**config.mk**
```make
export PLATFORM = sky130hd
export DESIGN_NAME = obstacle_engine
export DESIGN_NICKNAME = d
export VERILOG_FILES = /design/src/rtl/obstacle_engine.sv
export SDC_FILE = /design/constraint.sdc
export NUM_CORES = 1
export LEC_CHECK = 0
export ABC_CLOCK_PERIOD_IN_PS = 6200
export CAP_MARGIN = 20
export CORE_MARGIN = 2
export CORE_UTILIZATION = 40
export DETAILED_ROUTE_END_ITERATION = 16
export PLACE_DENSITY = 0.69
export SYNTH_ARGS = -nofsm -noshare
export SYNTH_HDL_FRONTEND = slang
export SYNTH_SLANG_ARGS = --single-unit
export TNS_END_PERCENT = 100
```
**constraint.sdc**
```tcl
create_clock -name clk -period 6.2 [get_ports clk]
set_input_delay 1.24 -clock clk [delete_from_list [all_inputs] [get_ports clk]]
set_output_delay 1.24 -clock clk [all_outputs]
set_load 0.005 [all_outputs]
```
**src/rtl/obstacle_engine.sv**
```systemverilog
// obstacle_engine: per-frame game state for the obstacle game.
// Ports: clk/reset, frame_tick/start/jump pulses in; obstacle slots,
// player height, run/over status and score/frame pulses out.
module obstacle_engine #(
  parameter int          H_RES     = 640,
  parameter int          NUM_OBS   = 4,
  parameter int          OBS_W     = 16,
  parameter int          OBS_H     = 32,
  parameter int          PLAYER_X  = 64,
  parameter int          PLAYER_W  = 16,
  parameter int          SPEED     = 4,
  parameter int          JUMP_V    = 12,
  parameter int          MIN_GAP   = 40,
  parameter logic [15:0] LFSR_SEED = 16'hACE1
) (
  input  logic                    clk,
  input  logic                    reset,
  input  logic                    frame_tick,
  input  logic                    start,
  input  logic                    jump,
  output logic [10*NUM_OBS-1:0]   obs_x,
  output logic [NUM_OBS-1:0]      obs_valid,
  output logic [8:0]              player_h,
  output logic                    running,
  output logic                    game_over,
  output logic                    score_inc,
  output logic                    score_clr,
  output logic                    frame_done
);

  localparam int IW = (NUM_OBS > 1) ? $clog2(NUM_OBS) : 1;
  localparam logic [IW-1:0] LAST = IW'(NUM_OBS - 1);
  localparam logic [9:0] SPD = 10'(SPEED);
  localparam logic [9:0] SPAWN_X = 10'(H_RES);
  localparam logic [10:0] HIT_HI = 11'(PLAYER_X + PLAYER_W);
  localparam logic [10:0] HIT_LO = 11'(PLAYER_X);
  localparam logic [10:0] OW = 11'(OBS_W);
  localparam logic [8:0] OH = 9'(OBS_H);
  localparam logic signed [5:0] JV = 6'(JUMP_V);
  localparam logic [7:0] GAP = 8'(MIN_GAP);

  typedef enum logic [2:0] {
    IDLE, RUN, PHYS, MOVE, SPAWN, OVER
  } state_t;

  state_t state_q, state_d;
  logic [9:0] x_q [NUM_OBS];
  logic [9:0] x_d [NUM_OBS];
  logic [NUM_OBS-1:0] val_q, val_d;
  logic [8:0] h_q, h_d;
  logic signed [5:0] vel_q, vel_d, v_eff;
  logic signed [10:0] sum;
  logic [9:0] nx;
  logic [10:0] nx11;
  logic jreq_q, jreq_d;
  logic hit_q, hit_d;
  logic inc_q, inc_d;
  logic done_q, done_d;
  logic [IW-1:0] idx_q, idx_d;
  logic [7:0] cnt_q, cnt_d;
  logic [15:0] lfsr_q, lfsr_d;
  logic run, found;

  assign run = state_q inside {RUN, PHYS, MOVE, SPAWN};

  always_comb begin
    state_d = state_q;
    x_d = x_q;
    val_d = val_q;
    h_d = h_q;
    vel_d = vel_q;
    jreq_d = jreq_q;
    hit_d = hit_q;
    idx_d = idx_q;
    cnt_d = cnt_q;
    inc_d = 1'b0;
    done_d = 1'b0;
    score_clr = 1'b0;
    found = 1'b0;
    // Galois form, taps 16/14/13/11, shifting right.
    lfsr_d = lfsr_q;
    if (run) begin
      lfsr_d = {1'b0, lfsr_q[15:1]} ^ (lfsr_q[0] ? 16'hB400 : 16'h0000);
    end
    // A jump only launches from the ground; otherwise keep falling.
    v_eff = (h_q == 9'd0 && jreq_q) ? JV : vel_q;
    sum = $signed({2'b00, h_q}) + $signed({{5{v_eff[5]}}, v_eff});
    nx = x_q[idx_q] - SPD;
    nx11 = {1'b0, nx};
    if (run && jump) jreq_d = 1'b1;

    unique case (state_q)
      IDLE, OVER: begin
        if (start) begin
          state_d = RUN;
          score_clr = 1'b1;
          x_d = '{default: '0};
          val_d = '0;
          h_d = '0;
          vel_d = '0;
          jreq_d = 1'b0;
          hit_d = 1'b0;
          cnt_d = GAP;
        end
      end
      RUN: begin
        if (frame_tick) state_d = PHYS;
      end
      PHYS: begin
        jreq_d = 1'b0;
        idx_d = '0;
        state_d = MOVE;
        if (sum <= 11'sd0) begin
          h_d = '0;
          vel_d = '0;
        end else begin
          h_d = sum[8:0];
          vel_d = v_eff - 6'sd1;
        end
      end
      MOVE: begin
        if (val_q[idx_q]) begin
          if (x_q[idx_q] < SPD) begin
            // Retiring slot scores and is excluded from collision.
            val_d[idx_q] = 1'b0;
            inc_d = 1'b1;
          end else begin
            x_d[idx_q] = nx;
            if (nx11 < HIT_HI && nx11 + OW > HIT_LO && h_q < OH)
              hit_d = 1'b1;
          end
        end
        idx_d = idx_q + 1'b1;
        if (idx_q == LAST) state_d = SPAWN;
      end
      SPAWN: begin
        if (cnt_q != 8'd0) begin
          cnt_d = cnt_q - 8'd1;
        end else begin
          for (int i = 0; i < NUM_OBS; i++) begin
            if (!found && !val_q[i]) begin
              found = 1'b1;
              x_d[i] = SPAWN_X;
              val_d[i] = 1'b1;
            end
          end
          // No free slot: stay at zero and retry next frame.
          if (found) cnt_d = GAP + {2'b00, lfsr_q[5:0]};
        end
        state_d = hit_q ? OVER : RUN;
        hit_d = 1'b0;
        done_d = 1'b1;
      end
      default: state_d = IDLE;
    endcase
  end

  always_ff @(posedge clk or posedge reset) begin
    if (reset) begin
      state_q <= IDLE;
      x_q <= '{default: '0};
      val_q <= '0;
      h_q <= '0;
      vel_q <= '0;
      jreq_q <= 1'b0;
      hit_q <= 1'b0;
      inc_q <= 1'b0;
      done_q <= 1'b0;
      idx_q <= '0;
      cnt_q <= GAP;
      lfsr_q <= LFSR_SEED;
    end else begin
      state_q <= state_d;
      x_q <= x_d;
      val_q <= val_d;
      h_q <= h_d;
      vel_q <= vel_d;
      jreq_q <= jreq_d;
      hit_q <= hit_d;
      inc_q <= inc_d;
      done_q <= done_d;
      idx_q <= idx_d;
      cnt_q <= cnt_d;
      lfsr_q <= lfsr_d;
    end
  end

  always_comb begin
    obs_x = '0;
    for (int i = 0; i < NUM_OBS; i++) obs_x[10*i +: 10] = x_q[i];
  end

  assign obs_valid = val_q;
  assign player_h = h_q;
  assign running = run;
  assign game_over = (state_q == OVER);
  assign score_inc = inc_q;
  assign frame_done = done_q;

endmodule

```
**After elaboration in Yosys (flattened, before gate mapping)**

Cells that the tools add are included.
W data, S select, Z words.

- Add/sub/neg operators: 7
- Order comparisons: 9
- Eq/ne operators: 19
- Multiplexer cells: 71
- Bitwise logic cells: 4
- Reductions and logical operators: 36

Operator list:

| cell | number |
|---|---|
| $mux W40 | 4 |
| $pmux W40 S3 | 1 |
| $mux W10 | 7 |
| $reduce_and A6 Y1 | 7 |
| $bwmux W40 | 1 |
| $mux W1 | 29 |
| $mux W8 | 3 |
| $bmux W10 S2 | 1 |
| $demux W10 S2 | 1 |
| $mux W6 | 3 |
| $mux W9 | 2 |
| $pmux W9 S2 | 1 |
| $mux W16 | 1 |
| $mux W4 | 4 |
| $pmux W8 S2 | 1 |
| $xor A15 B16 Y16 | 1 |
| $pmux W3 S5 | 1 |
| $ne A2 B1 Y1 const B | 7 |
| $mux W3 | 4 |
| $pmux W4 S3 | 1 |
| $pmux W6 S2 | 1 |
| $add A10 B5 Y11 const B | 1 |
| $add A10 B6 Y11 | 1 |
| $gt A11 B7 Y1 const B | 1 |
| 39 further kinds | 62 |

- Register bits after elaboration: 92
- Input bits: 5
- Output and inout bits: 58
- Word-level logic and storage cells: 164

**Logic depth before layout (Yosys ltp)**

- Depth after elaboration: 21
- Gate-level depth with buffers: 16
- Depth with buffers taken out: 14

**Worst setup path before layout**

Ideal clock, no wire load.

- Path type: register to register
- Start: reg h_q[5] (netlist: player_h[5])
- End: reg vel_q[2]
- Setup time: 0.134 ns
- Arrival time: 2.947 ns
- Required time: 6.066 ns
- Setup slack: 3.118 ns
- Cell stages (with the launch flop): 13
- Period minus slack after synthesis: 3.082 ns
- Cells stage by stage: dfrtp_1 > nor4_1 > nand4_1 > clkbuf_1 > and2_1 > ha_1 > a21oi_1 > o22ai_1 > o41ai_1 > mux2i_1 > nand3_1 > o2111ai_1 > o211ai_1

- Cells in the longest elaborated chain, start to end: 7

RTL lines:

| item | RTL line | source |
|---|---|---|
| start, declared | 50 | `logic [8:0] h_q, h_d;` |
| start signal, assigned | 163 | `h_q <= '0;` |
| start signal, assigned | 176 | `h_q <= h_d;` |
| $logic_not A9 Y1 | 86 | `v_eff = (h_q == 9'd0 && jreq_q) ? JV : vel_q;` |
| $logic_and A1 B1 Y1 | 86 |  |
| $mux W6 | 86 |  |
| $add A10 B6 Y11 | 87 | `sum = $signed({2'b00, h_q}) + $signed({{5{v_eff[5]}}, v_eff});` |
| $le A11 B1 Y1 | 113 | `if (sum <= 11'sd0) begin` |
| $mux W6 (*) | 113 |  |
| $pmux W6 S2 (*) | 92 | `unique case (state_q)` |
| end signal, assigned | 177 | `vel_q <= vel_d;` |
| end, declared | 51 | `logic signed [5:0] vel_q, vel_d, v_eff;` |

Mark *: on every way between the ends. The rest lies on a longest branch, timed or not.
A chain may end at the register's enable or synchronous reset.

**Final worst setup path**

- Start: reg h_q[5] (netlist: player_h[5])
- End: reg h_q[1] (netlist: player_h[1])

- Cells in the longest elaborated chain, start to end: 7

RTL lines:

| item | RTL line |
|---|---|
| $logic_not A9 Y1 | 86 |
| $logic_and A1 B1 Y1 | 86 |
| $mux W6 | 86 |
| $add A10 B6 Y11 (*) | 87 |
| $le A11 B1 Y1 | 113 |
| $mux W9 (*) | 113 |
| $pmux W9 S2 (*) | 92 |

Marks and branches as above.

==> flow_summary.json <==
{
  "clock_latency_ns": 0.35,
  "grt_max_degree": 52,
  "postCtsSetupBuffers": 0,
  "tightest_slew_ns": 0.877,
  "cts.sinks": 92,
  "cts_htree_levels": 3,
  "hpwl_um": 9170,
  "antenna_found_initial": 0,
  "syn-cell-area_um2": 5230,
  "clkTransAtPathRegs_ns": 0.07,
  "synth_ff_type": "dfrtp_1",
  "cp_data_required_time_ns": 6.47,
  "fill_cells": 1181,
  "synth.net_count": 540,
  "root_buffer": "clkbuf_16",
  "setup_viol": 0,
  "p_per_area_nw_per_um2": 518,
  "grt_pass1_wl_um": 21700,
  "power.leakage_uw": 0.00270,
  "fmax_ghz": 0.235,
  "synthTopCellsByArea": "dfrtp_1, dfstp_2, mux4_2",
  "drc": 0,
  "cts_tree": "built",
  "hold_path_class": "reg -> reg",
  "finalPower_uw": 3240,
  "start_kind": "flop",
  "critPathMaxFanout": 13,
  "async_flop_share_pct": 100,
  "num_vias": 4297,
  "fin_crit_sh_pct": 68.6,
  "drv_cap": 0,
  "yosysWarnings": 0,
  "numCtsBuffers": 9,
  "status": "completed",
  "yosysSeqAreaShare_pct": 44.3,
  "fin_setup_tns_ns": 0,
  "fp.dieH_um": 118,
  "irDropWorstVdd_v": 0.000262,
  "die_width_um": 118,
  "fin_skew_ns": 0.0107,
  "wire_per_inst_um": 17.3,
  "period_needed_ns": 4.25,
  "synth-seq-cells": 92,
  "drv_slew": 0,
  "place.gp.congestion": 0.909,
  "dr.pass1.iters": 5,
  "die-area_um2": 14000,
  "final_antenna_net_count": 0,
  "max_slew_margin_pct": 41.5,
  "final_net_count": 594,
  "netlist-cell-type-count": 70,
  "drt_iter0_drc": 271,
  "startpoint": "player_h[5]",
  "vias_per_cell": 5.76,
  "rsz0062_at_grt": "false",
  "io_buffers": 62,
  "hold_start": "hit_q",
  "synth_top_area_share_pct": 39.3,
  "seq_area_um2": 2310,
  "drt_wl_total_um": 12900,
  "yosysMostFrequentCell": "dfrtp_1",
  "syn-instance-count": 515,
  "row_count": 41,
  "critPathKind": "reg -> reg",
  "r2r-start": "player_h[5]",
  "gr-total-overflow": 0,
  "grt_pass1_vias": 4246,
  "synth_top_area_cell": "dfrtp_1",
  "ios": 63,
  "avgSynthCellArea_um2": 10.1,
  "cts.repair.resized": 0,
  "core-area_um2": 12700,
  "synth_common_cells": "dfrtp_1, nand2_1, o21ai_0",
  "grt_usage_pct": 19.4,
  "arrival_ns": 4.52,
  "layout-drive-gt1-share_pct": 13.1,
  "synth-edff-count": 0,
  "hold_viol_final": 0,
  "area_growth_pct": 19.6,
  "cts_hold_buf": 0,
  "critPathCaptureType": "flop",
  "antenna_cells_inserted": 0,
  "start_util_pct": 41.2,
  "multi_input_area_um2": 2690,
  "fin_util_pct": 49.3,
  "clockBufferDepth": 2
}
-- layer usage --
metal / vias to the layer above / GRT usage [%] / share of wire, %
met2: 140 / 31.4 / 48
met3: 19 / 4.44 / 5.6
met4: 0 / 8.66 / 1.8
li1: 1995 / - / -
met1: 2143 / 24.7 / 45
met5: - / 0 / 0
-- cell families (layout without fill, tap and decap cells) --
family                     count (synthesis)  count (layout)  synth area share (%)
adders and majority gates                 20              20                  4.93
xor gates and xnor gates                  16              16                  2.68
DFF                                       92              92                  44.3
muxes                                     26              26                  7.92
and+or+nand+nor                          164             164                  17.4
AOI/OAI and AO/OA                        146             146                  18.5
buffers and inverters                     51             110                  4.33
-- path summary, 6_finish.rpt --
check	to	slack, ns	depth (start not counted)
setup / recovery	player_h[1]	1.95	13
hold / removal	hit_q	0.49	1
setup reg to reg	player_h[1]	1.95	13
hold reg to reg	hit_q	0.49	1
max in group asynchronous	obs_x[4]	3.77	3
min in group asynchronous	lfsr_q[14]	1.31	2
-- layout make-up --
| class | count | area share, % |
|---|---|---|
| multi-input combinational | 372 | 43.1 |
| clock inverter | 5 | 0.440 |
| timing repair buffer | 66 | 10.4 |
| clock buffer | 11 | 3.88 |
| tap | 172 | 3.44 |
| sequential | 92 | 37.0 |
| inverter | 28 | 1.70 |
-- critical path, stage by stage (launching register included) --
cell and delay [ns]:
dfrtp_1 0.42, nor4_1 0.64, nand4_1 0.52, nand2_1 0.30, inv_2 0.12, ha_1 0.36
and3_1 0.17, a21oi_1 0.18, a31oi_1 0.18, o22ai_1 0.21, mux2i_1 0.56, buf_4 0.27
inv_1 0.06, o21ai_0 0.16
-- per-stage QoR --
stage / hold slack (ns) / setup slack, ns / cells / instance area, um2
global route: 0.504 / 1.63 / 746 / 6250
global placement: 0.478 / 2.04 / 729 / 5970
floorplan: 0.449 / 2.58 / 515 / 5230
finish: 0.486 / 1.95 / 746 / 6250
CTS: 0.496 / 1.68 / 745 / 6240
detailed placement: 0.479 / 1.73 / 729 / 5970
-- where the power goes --
part / internal, uW / total (uW) / switching, uW
Clock: 280 / 511 / 231
Sequential: 815 / 1040 / 221
Combinational: 768 / 1690 / 925
Total: 1860 / 3240 / 1380
-- registers in the layout (all words and copies together), names as in the netlist --
signal,cells
frame_done,1
cnt_q,8
vel_q,6
lfsr_q,16
state_q,3
player_h,9
score_inc,1
idx_q,2
hit_q,1
obs_x,40
obs_valid,4
jreq_q,1
-- cell usage in the layout (no fill, tap or decap), types with 8 or more instances in the layout --
master and instances:
inv_1 25, nand2_1 50, a22o_1 16, and3_1 11
xnor2_1 8, ha_1 19, nand3_1 14, mux4_2 11
nor2_1 29, nor2b_1 8, a21oi_1 29, clkdlybuf4s50_1 62
mux2_2 13, dfrtp_1 82, clkbuf_16 9, dfstp_2 10
o21ai_1 14, o21ai_0 34
No activity file was read; power rests on OpenSTA's default activity.
